--- src/rtl/ir_rx_fifo.sv ---
// ir_rx_fifo: IR pulse-distance frame receiver with a FIFO of decoded frames.
// The input is synchronised and de-glitched, then leader, repeat and data frames
// of programmable length are decoded. Each frame is queued as {cmp_err, repeat, data}.
// Optional feature: define IR_RX_CMP_EN to enable the address/command complement check.
module ir_rx_fifo #(
    parameter int unsigned CNT_W      = 18,
    parameter int unsigned DATA_W     = 32,
    parameter int unsigned FIFO_DEPTH = 4,
    parameter int unsigned NOISE_W    = 8,
    localparam int unsigned BN_W      = $clog2(DATA_W) + 1,
    localparam int unsigned LVL_W     = $clog2(FIFO_DEPTH + 1)
) (
    input  logic               clk,
    input  logic               rst,
    input  logic               sin,
    input  logic               rf_ir_phase,
    input  logic [NOISE_W-1:0] rf_noise_th,
    input  logic [CNT_W-1:0]   rf_lead_h_cnt,
    input  logic [CNT_W-1:0]   rf_lead_l_cnt,
    input  logic [CNT_W-1:0]   rf_rpt_l_cnt,
    input  logic [CNT_W-1:0]   rf_bit1_cnt,
    input  logic [CNT_W-1:0]   rf_idle_cnt,
    input  logic [BN_W-1:0]    rf_bit_num,
    input  logic               rf_cmp_en,
    input  logic               rx_pop,
    input  logic               err_clr,
    output logic               rx_valid,
    output logic [DATA_W-1:0]  rx_data,
    output logic               rx_repeat,
    output logic               rx_cmp_err,
    output logic [LVL_W-1:0]   rx_level,
    output logic               ovf,
    output logic               frame_err
);

    localparam int unsigned PTR_W = $clog2(FIFO_DEPTH);
    localparam int unsigned ENT_W = DATA_W + 2;

    typedef enum logic [2:0] {
        IDLE, LEAD_H, LEAD_L, RPT_H, DATA_H, DATA_L, STOP, PUSH
    } state_t;

    logic               s1, s2, mk, mf, mf_prev;
    logic [NOISE_W-1:0] fcnt;
    logic [CNT_W-1:0]   dur;
    logic               rise_c, fall_c, edge_c;

    state_t             state, state_nx;
    logic [DATA_W-1:0]  sr, sr_nx;
    logic [BN_W-1:0]    bit_cnt, bit_cnt_nx;
    logic               rpt, rpt_nx;
    logic               ferr_set_c, push_c, cmp_c;
    logic [BN_W-1:0]    n_eff;

    logic [ENT_W-1:0]   mem [FIFO_DEPTH];
    logic [PTR_W-1:0]   wr_ptr, rd_ptr;
    logic [LVL_W-1:0]   count;
    logic               full_c, empty_c, pop_c, wr_c, ovf_set_c;

    // Synchroniser, phase correction and glitch filter on the mark level.
    always_ff @(posedge clk) begin
        if (rst) begin
            s1      <= 1'b0;
            s2      <= 1'b0;
            mk      <= 1'b0;
            mf      <= 1'b0;
            mf_prev <= 1'b0;
            fcnt    <= '0;
        end else begin
            s1      <= sin;
            s2      <= s1;
            mk      <= rf_ir_phase ? s2 : ~s2;
            mf_prev <= mf;
            if (mk != mf) begin
                if (fcnt == rf_noise_th) begin
                    mf   <= mk;
                    fcnt <= '0;
                end else begin
                    fcnt <= fcnt + NOISE_W'(1);
                end
            end else begin
                fcnt <= '0;
            end
        end
    end

    assign rise_c = mf & ~mf_prev;
    assign fall_c = ~mf & mf_prev;
    assign edge_c = rise_c | fall_c;

    // Duration of the current level; reloads on every edge, saturates at all-ones.
    always_ff @(posedge clk) begin
        if (rst) begin
            dur <= '0;
        end else if (edge_c) begin
            dur <= CNT_W'(1);
        end else if (dur != '1) begin
            dur <= dur + CNT_W'(1);
        end
    end

    // Bit count per frame; 0 or out-of-range selects the full data width.
    assign n_eff = ((rf_bit_num == '0) || (rf_bit_num > BN_W'(DATA_W))) ? BN_W'(DATA_W) : rf_bit_num;

    // Frame decoder next-state and datapath updates.
    always_comb begin
        state_nx   = state;
        sr_nx      = sr;
        bit_cnt_nx = bit_cnt;
        rpt_nx     = rpt;
        ferr_set_c = 1'b0;
        push_c     = 1'b0;
        if ((state != IDLE) && (state != PUSH) && (dur >= rf_idle_cnt)) begin
            state_nx = IDLE;
            if (state inside {DATA_H, DATA_L, STOP}) begin
                ferr_set_c = 1'b1;
            end
        end else begin
            case (state)
                IDLE: begin
                    if (rise_c) state_nx = LEAD_H;
                end
                LEAD_H: begin
                    if (fall_c) state_nx = (dur >= rf_lead_h_cnt) ? LEAD_L : IDLE;
                end
                LEAD_L: begin
                    if (rise_c) begin
                        if (dur >= rf_lead_l_cnt) begin
                            state_nx   = DATA_H;
                            sr_nx      = '0;
                            bit_cnt_nx = '0;
                        end else if (dur >= rf_rpt_l_cnt) begin
                            state_nx = RPT_H;
                        end else begin
                            state_nx   = IDLE;
                            ferr_set_c = 1'b1;
                        end
                    end
                end
                RPT_H: begin
                    if (fall_c) begin
                        state_nx = PUSH;
                        rpt_nx   = 1'b1;
                        sr_nx    = '0;
                    end
                end
                DATA_H: begin
                    if (fall_c) state_nx = DATA_L;
                end
                DATA_L: begin
                    if (rise_c) begin
                        for (int i = 0; i < int'(DATA_W); i++) begin
                            if (BN_W'(i) == bit_cnt) sr_nx[i] = (dur > rf_bit1_cnt);
                        end
                        bit_cnt_nx = bit_cnt + BN_W'(1);
                        state_nx   = (bit_cnt == (n_eff - BN_W'(1))) ? STOP : DATA_H;
                    end
                end
                STOP: begin
                    if (fall_c) begin
                        state_nx = PUSH;
                        rpt_nx   = 1'b0;
                    end
                end
                PUSH: begin
                    push_c   = 1'b1;
                    state_nx = IDLE;
                end
                default: state_nx = IDLE;
            endcase
        end
    end

    // Decoder registers and the sticky frame error.
    always_ff @(posedge clk) begin
        if (rst) begin
            state     <= IDLE;
            sr        <= '0;
            bit_cnt   <= '0;
            rpt       <= 1'b0;
            frame_err <= 1'b0;
        end else begin
            state   <= state_nx;
            sr      <= sr_nx;
            bit_cnt <= bit_cnt_nx;
            rpt     <= rpt_nx;
            if (ferr_set_c) frame_err <= 1'b1;
            else if (err_clr) frame_err <= 1'b0;
        end
    end

`ifdef IR_RX_CMP_EN
    // Complement check over the four bytes of a full-length data frame.
    generate
        if (DATA_W >= 32) begin : g_cmp
            assign cmp_c = rf_cmp_en & ~rpt & (n_eff >= BN_W'(32)) &
                           ((sr[7:0] != ~sr[15:8]) | (sr[23:16] != ~sr[31:24]));
        end else begin : g_no_cmp
            logic unused_cmp_en;
            assign unused_cmp_en = rf_cmp_en;
            assign cmp_c         = 1'b0;
        end
    endgenerate
`else
    logic unused_cmp_en;
    assign unused_cmp_en = rf_cmp_en;
    assign cmp_c         = 1'b0;
`endif

    assign full_c    = (count == LVL_W'(FIFO_DEPTH));
    assign empty_c   = (count == '0);
    assign pop_c     = rx_pop & ~empty_c;
    assign wr_c      = push_c & (~full_c | rx_pop);
    assign ovf_set_c = push_c & full_c & ~rx_pop;

    // FIFO pointers, level and sticky overflow.
    always_ff @(posedge clk) begin
        if (rst) begin
            wr_ptr <= '0;
            rd_ptr <= '0;
            count  <= '0;
            ovf    <= 1'b0;
        end else begin
            if (wr_c) wr_ptr <= wr_ptr + PTR_W'(1);
            if (pop_c) rd_ptr <= rd_ptr + PTR_W'(1);
            if (wr_c && !pop_c) count <= count + LVL_W'(1);
            else if (!wr_c && pop_c) count <= count - LVL_W'(1);
            if (ovf_set_c) ovf <= 1'b1;
            else if (err_clr) ovf <= 1'b0;
        end
    end

    // FIFO storage; validity is tracked by the pointers and level.
    always_ff @(posedge clk) begin
        if (wr_c) mem[wr_ptr] <= {cmp_c, rpt, sr};
    end

    assign rx_valid   = ~empty_c;
    assign rx_level   = count;
    assign rx_data    = empty_c ? '0 : mem[rd_ptr][DATA_W-1:0];
    assign rx_repeat  = empty_c ? 1'b0 : mem[rd_ptr][DATA_W];
    assign rx_cmp_err = empty_c ? 1'b0 : mem[rd_ptr][DATA_W+1];

endmodule

--- config.mk ---
export PLATFORM = sky130hd
export DESIGN_NAME = ir_rx_fifo
export DESIGN_NICKNAME = d
export VERILOG_FILES = /design/src/rtl/ir_rx_fifo.sv
export SDC_FILE = /design/constraint.sdc
export NUM_CORES = 1
export LEC_CHECK = 0
export BUFFER_PORTS_ARGS = -buffer_cell sky130_fd_sc_hd__buf_4
export CORE_UTILIZATION = 23
export DETAILED_ROUTE_END_ITERATION = 10
export PLACE_DENSITY_LB_ADDON = 0.05
export SYNTH_ARGS = -nofsm -noshare
export SYNTH_HDL_FRONTEND = slang
export SYNTH_SLANG_ARGS = --single-unit
--- constraint.sdc ---
create_clock -name clk -period 2.45 [get_ports clk]
set_input_delay 0.245 -clock clk [delete_from_list [all_inputs] [get_ports clk]]
set_output_delay 0.245 -clock clk [all_outputs]
set_load 0.05 [all_outputs]
==> report_table.html <==
<table>
<tr><th>Metric</th><th>Value</th></tr>
<tr><th colspan="2">Status</th></tr>
<tr><td>Run status</td><td>finished clean</td></tr>
<tr><th colspan="2">Clock network</th></tr>
<tr><td>Clock tree buffer depth</td><td>3</td></tr>
<tr><td>Clock insertion delay at the later pin of the skew report</td><td>about 0.54 ns</td></tr>
<tr><td>TritonCTS clock tree</td><td>done</td></tr>
<tr><td>H-tree depth</td><td>1</td></tr>
<tr><td>Clock root buffer master</td><td>clkbuf_16</td></tr>
<tr><td>Clock net sink count</td><td>216</td></tr>
<tr><td>Clock input transition at the sequential cells of the worst setup and hold paths</td><td>0.06 ns</td></tr>
<tr><td>Number of buffers created by CTS</td><td>26</td></tr>
<tr><th colspan="2">Worst setup path</th></tr>
<tr><td>Number of buffers and inverters on the critical path</td><td>2</td></tr>
<tr><td>Reg-to-reg slack, setup</td><td>0.11 ns</td></tr>
<tr><td>Dominant delay contributor by cell family on the critical path</td><td>simple AND/OR/NAND/NOR gates</td></tr>
<tr><td>Worst setup SP type</td><td>flip-flop</td></tr>
<tr><td>Crit path kind</td><td>reg -&gt; reg</td></tr>
<tr><td>Worst r2r src</td><td>dur[15]$_SDFFE_PP0P_</td></tr>
<tr><td>Worst Path Required</td><td>2.87 ns</td></tr>
<tr><td>CP Cell Sequence</td><td>ha_4 -&gt; nand4_1 -&gt; o21ai_1 -&gt; buf_4 -&gt; nor3_1 -&gt; a31oi_1 -&gt; and3_4 -&gt; clkbuf_16 -&gt; nand2_2 -&gt; mux2i_1</td></tr>
<tr><td>Endpoint type of the worst setup path</td><td>flip-flop</td></tr>
<tr><td>Worst r2r dst</td><td>sr[21]$_SDFFE_PP0P_</td></tr>
<tr><td>Largest driver fanout on the critical path</td><td>7</td></tr>
<tr><td>Worst path max stage delay</td><td>between 0.3 and 0.4 ns</td></tr>
<tr><td>Signal arrival time at the worst endpoint</td><td>roughly 2.8 ns</td></tr>
<tr><td>Critical-path cell with the highest stage delay</td><td>dfxtp_4</td></tr>
<tr><td>Cells on worst reg2reg path</td><td>10</td></tr>
<tr><th colspan="2">Place</th></tr>
<tr><td>Port Buf Inserts</td><td>roughly 150</td></tr>
<tr><td>Placed standard-cell area</td><td>~14000 sq um</td></tr>
<tr><td>Placer congestion estimate</td><td>0.750</td></tr>
<tr><td>Detailed placement HPWL</td><td>24800 um</td></tr>
<tr><th colspan="2">Synthesis</th></tr>
<tr><td>Post-synthesis instance area</td><td>11700 sq um</td></tr>
<tr><td>Number of warnings printed during yosys synthesis</td><td>0</td></tr>
<tr><td>Register bit count reported by yosys</td><td>216</td></tr>
<tr><td>Most frequently used flop master after synthesis</td><td>edfxtp_1</td></tr>
<tr><td>Mapped Nets</td><td>approximately 1300</td></tr>
<tr><td>Post-Synthesis Mean Instance Area</td><td>between 10 and 15 sq um</td></tr>
<tr><td>Number of instances in the synthesized netlist</td><td>1046</td></tr>
<tr><td>Most area-consuming cells after synthesis</td><td>edfxtp_1, dfxtp_1, ha_1</td></tr>
<tr><td>Commonest cells in the synthesized netlist</td><td>edfxtp_1, ha_1, inv_1</td></tr>
<tr><td>Async set-reset flop share out of synthesis</td><td>0%</td></tr>
<tr><td>Number of enable flip-flop cells after synthesis</td><td>132</td></tr>
<tr><td>Proportion of netlist area held by the largest area contributor</td><td>33.9%</td></tr>
<tr><td>Unique masters post-synth</td><td>74</td></tr>
<tr><td>Biggest area consumer among synthesized cells</td><td>edfxtp_1</td></tr>
<tr><td>Part of the Yosys area used for sequential elements</td><td>48.3%</td></tr>
<tr><td>Most instantiated library cell after synthesis</td><td>edfxtp_1</td></tr>
<tr><th colspan="2">Worst hold path</th></tr>
<tr><td>Hold Crit Endpoint</td><td>ovf$_SDFFE_PP0P_</td></tr>
<tr><td>Number of stages on the worst hold path</td><td>4</td></tr>
<tr><td>Type of the worst min-delay path</td><td>in -&gt; reg</td></tr>
<tr><td>Hold wc startpoint</td><td>err_clr</td></tr>
<tr><th colspan="2">STA</th></tr>
<tr><td>Share of the cycle needed by the critical path after routing</td><td>95.3%</td></tr>
<tr><td>Final critical path time including I/O delays and setup</td><td>2.34 ns</td></tr>
<tr><td>Final hold viol count</td><td>0</td></tr>
<tr><td>Worst setup skew after layout</td><td>between 0.006 and 0.007 ns</td></tr>
<tr><td>Unrepaired setup endpoints after global routing</td><td>true</td></tr>
<tr><td>Endpoints failing setup</td><td>0</td></tr>
<tr><td>Worst-Margin Slew</td><td>0.522 ns</td></tr>
<tr><td>Relative slew slack</td><td>between 60 and 70%</td></tr>
<tr><td>Achievable frequency</td><td>428 MHz</td></tr>
<tr><td>Number of max-slew violations in the final report</td><td>0</td></tr>
<tr><th colspan="2">Floorplanning</th></tr>
<tr><td>Overall die height</td><td>227 um</td></tr>
<tr><td>Die Footprint</td><td>51800 sq um</td></tr>
<tr><td>DIE WIDTH</td><td>227 um</td></tr>
<tr><td>Cell row count</td><td>82</td></tr>
<tr><td>Area of the placeable core</td><td>~50000 sq um</td></tr>
<tr><td>Effective utilization at floorplan</td><td>23.3%</td></tr>
<tr><td>Number of top-level pins</td><td>between 150 and 200</td></tr>
<tr><th colspan="2">Routing</th></tr>
<tr><td>Count of antenna-violating nets left after detailed routing</td><td>0</td></tr>
<tr><td>Number of remaining DRC errors</td><td>0</td></tr>
<tr><td>Wire length per cell after detailed routing</td><td>17.4 um</td></tr>
<tr><td>Vias</td><td>approximately 8300</td></tr>
<tr><td>Wire length reported by the detailed router</td><td>about 34000 um</td></tr>
<tr><td>Via count normalized by instance count</td><td>4.24</td></tr>
<tr><td>Drt first pass iters</td><td>4</td></tr>
<tr><td>Number of DRC markers in iteration 0</td><td>302</td></tr>
<tr><th colspan="2">Power and ir drop</th></tr>
<tr><td>Power Total</td><td>11900 uW</td></tr>
<tr><td>Cell leakage power</td><td>0.00595 uW</td></tr>
<tr><td>Maximum vdd drop</td><td>506 uV</td></tr>
<tr><td>Cell area power density</td><td>780 nW/um^2</td></tr>
<tr><th colspan="2">Finish</th></tr>
<tr><td>Layout Nets</td><td>roughly 1500</td></tr>
<tr><td>Utilization after layout</td><td>30.4%</td></tr>
<tr><td>Antenna fix cells</td><td>0</td></tr>
<tr><td>Proportion of layout cells with a drive suffix above 1</td><td>approximately 29%</td></tr>
<tr><td>Fill cells</td><td>5211</td></tr>
<tr><td>Area added between synthesis and finish</td><td>30.4%</td></tr>
<tr><td>Footprint of the flip-flops and latches</td><td>about 5700 sq um</td></tr>
<tr><td>Cell area after layout</td><td>15200 sq um</td></tr>
<tr><td>Area taken by multi-input logic gates</td><td>5540 sq um</td></tr>
<tr><th colspan="2">Global route</th></tr>
<tr><td>Total congestion overflow</td><td>0</td></tr>
<tr><td>Via count of the first global-routing pass</td><td>approximately 8600</td></tr>
<tr><td>Initial antenna violation count</td><td>0</td></tr>
<tr><td>Global routing usage summed across all routing layers</td><td>13.2%</td></tr>
<tr><td>Largest net degree at the start of global routing</td><td>43</td></tr>
<tr><td>Wire length of the first global-routing pass</td><td>51800 um</td></tr>
<tr><th colspan="2">Run</th></tr>
<tr><td>Maximum capacitance violations</td><td>0</td></tr>
</table>
-- sequential cells by signal, indices dropped and copies added (netlist names), named ones only --
name and flops:
mem 132, sr 32, dur 18, fcnt 8
bit_cnt 6, rx_level 3, state 3, rd_ptr 2
wr_ptr 2, frame_err 1, mf 1, mf_prev 1
mk 1, ovf 1, rpt 1, s1 1
s2 1
-- per-stage QoR --
stage               hold WS, ns  setup TNS (ns)  cells  setup slack [ns]
global route             0.0215        -0.00781   1960          -0.00363
CTS                     0.00147               0   1951         0.0000231
floorplan                 0.373               0   1046           0.00726
finish                   0.0330               0   1960             0.115
global placement          0.427         -0.0896   1901           -0.0190
detailed placement        0.443          -0.487   1901           -0.0407
-- routing by layer --
layer / routed length, um / up-vias / global-route usage [%]
met1: 15600 / 3978 / 17.0
met3: 989 / 30 / 1.88
li1: - / 4186 / -
met2: 16900 / 126 / 23.3
met5: 0 / - / 0
met4: 559 / 0 / 2.66
-- report_power, final --
group	switching [uW]	internal [uW]	leakage, uW
clock	1550	2280	0.000400
sequential	59.8	3850	0.00161
combinational	2800	1350	0.00394
-- kinds of logic after synthesis --
family | count (synthesis) | share of synthesized area [%]
DFF | 216 | 48.3
muxes | 71 | 9.62
AOI/OAI and AO/OA | 144 | 7.80
other | 1 | 0.0321
adders and majority gates | 105 | 11.3
and+or+nand+nor | 320 | 14.4
xor gates and xnor gates | 42 | 3.15
buffers and inverters | 147 | 5.40
-- final cells by class --
type	count	area share, %
Inverter	105	2.58
Timing Repair Buffer	236	12.9
Tap cell	672	5.51
Multi-Input combinational cell	683	36.4
Clock inverter	14	1.05
Clock buffer	34	4.46
Sequential cell	216	37.1
-- worst reg2reg max path, delay by kind of cell, from the launching register on --
| kind | cells | cell delay [ns] |
|---|---|---|
| simple gates | 4 | 0.64 |
| compound gates | 2 | 0.49 |
| flops | 1 | 0.37 |
| buf+inv | 2 | 0.33 |
| fa+ha+maj | 1 | 0.27 |
| mux | 1 | 0.11 |
-- worst max-delay path by stage --
stage | start | cells after the start | slack, ns | to
finish | dur[15]$_SDFFE_PP0P_ | 10 | 0.11 | sr[21]$_SDFFE_PP0P_
global route | dur[11]$_SDFFE_PP0P_ | 10 | -0.004 | bit_cnt[2]$_SDFFE_PP0P_
CTS | dur[16]$_SDFFE_PP0P_ | 10 | 0.00002 | sr[24]$_SDFFE_PP0P_
detailed placement | dur[0]$_SDFFE_PP0P_ | 10 | -0.04 | sr[24]$_SDFFE_PP0P_
global placement | dur[0]$_SDFFE_PP0P_ | 10 | -0.02 | sr[24]$_SDFFE_PP0P_
floorplan | rx_level[1]$_SDFFE_PP0P_ | 8 | 0.007 | rx_level[2]$_SDFFE_PP0P_
-- repair_timing --
action	in CTS	in global routing
gates cloned	0	3
hold buffers	2	0
buffers inserted	0	6
endpoints found under the setup margin	62	43
resized for setup	3	29
endpoints found under the hold margin	2	0
pin swaps	0	7
-- layout by cell type (no fill, tap or decap), types with 5 or more instances in the layout --
cell,synthesis,routed
clkbuf_16,0,28
xnor2_1,23,23
dfxtp_2,0,5
inv_1,103,102
ha_1,104,100
mux2i_1,37,37
xor2_1,19,19
dfxtp_1,84,76
and4_1,6,6
nor2_1,61,60
edfxtp_1,132,132
a21oi_1,31,29
nor3_1,10,9
buf_4,1,219
nor2b_1,9,9
buf_12,3,12
mux4_2,33,33
a21o_1,6,6
o21ai_1,4,7
nand4_1,20,20
nand2_1,76,76
clkbuf_1,28,8
and2_1,41,41
nor4_1,8,7
nand2b_1,11,11
o21ai_0,52,49
nand3_1,23,23
nand2_2,30,30
Note: power is estimated with default switching activity, not from simulation.
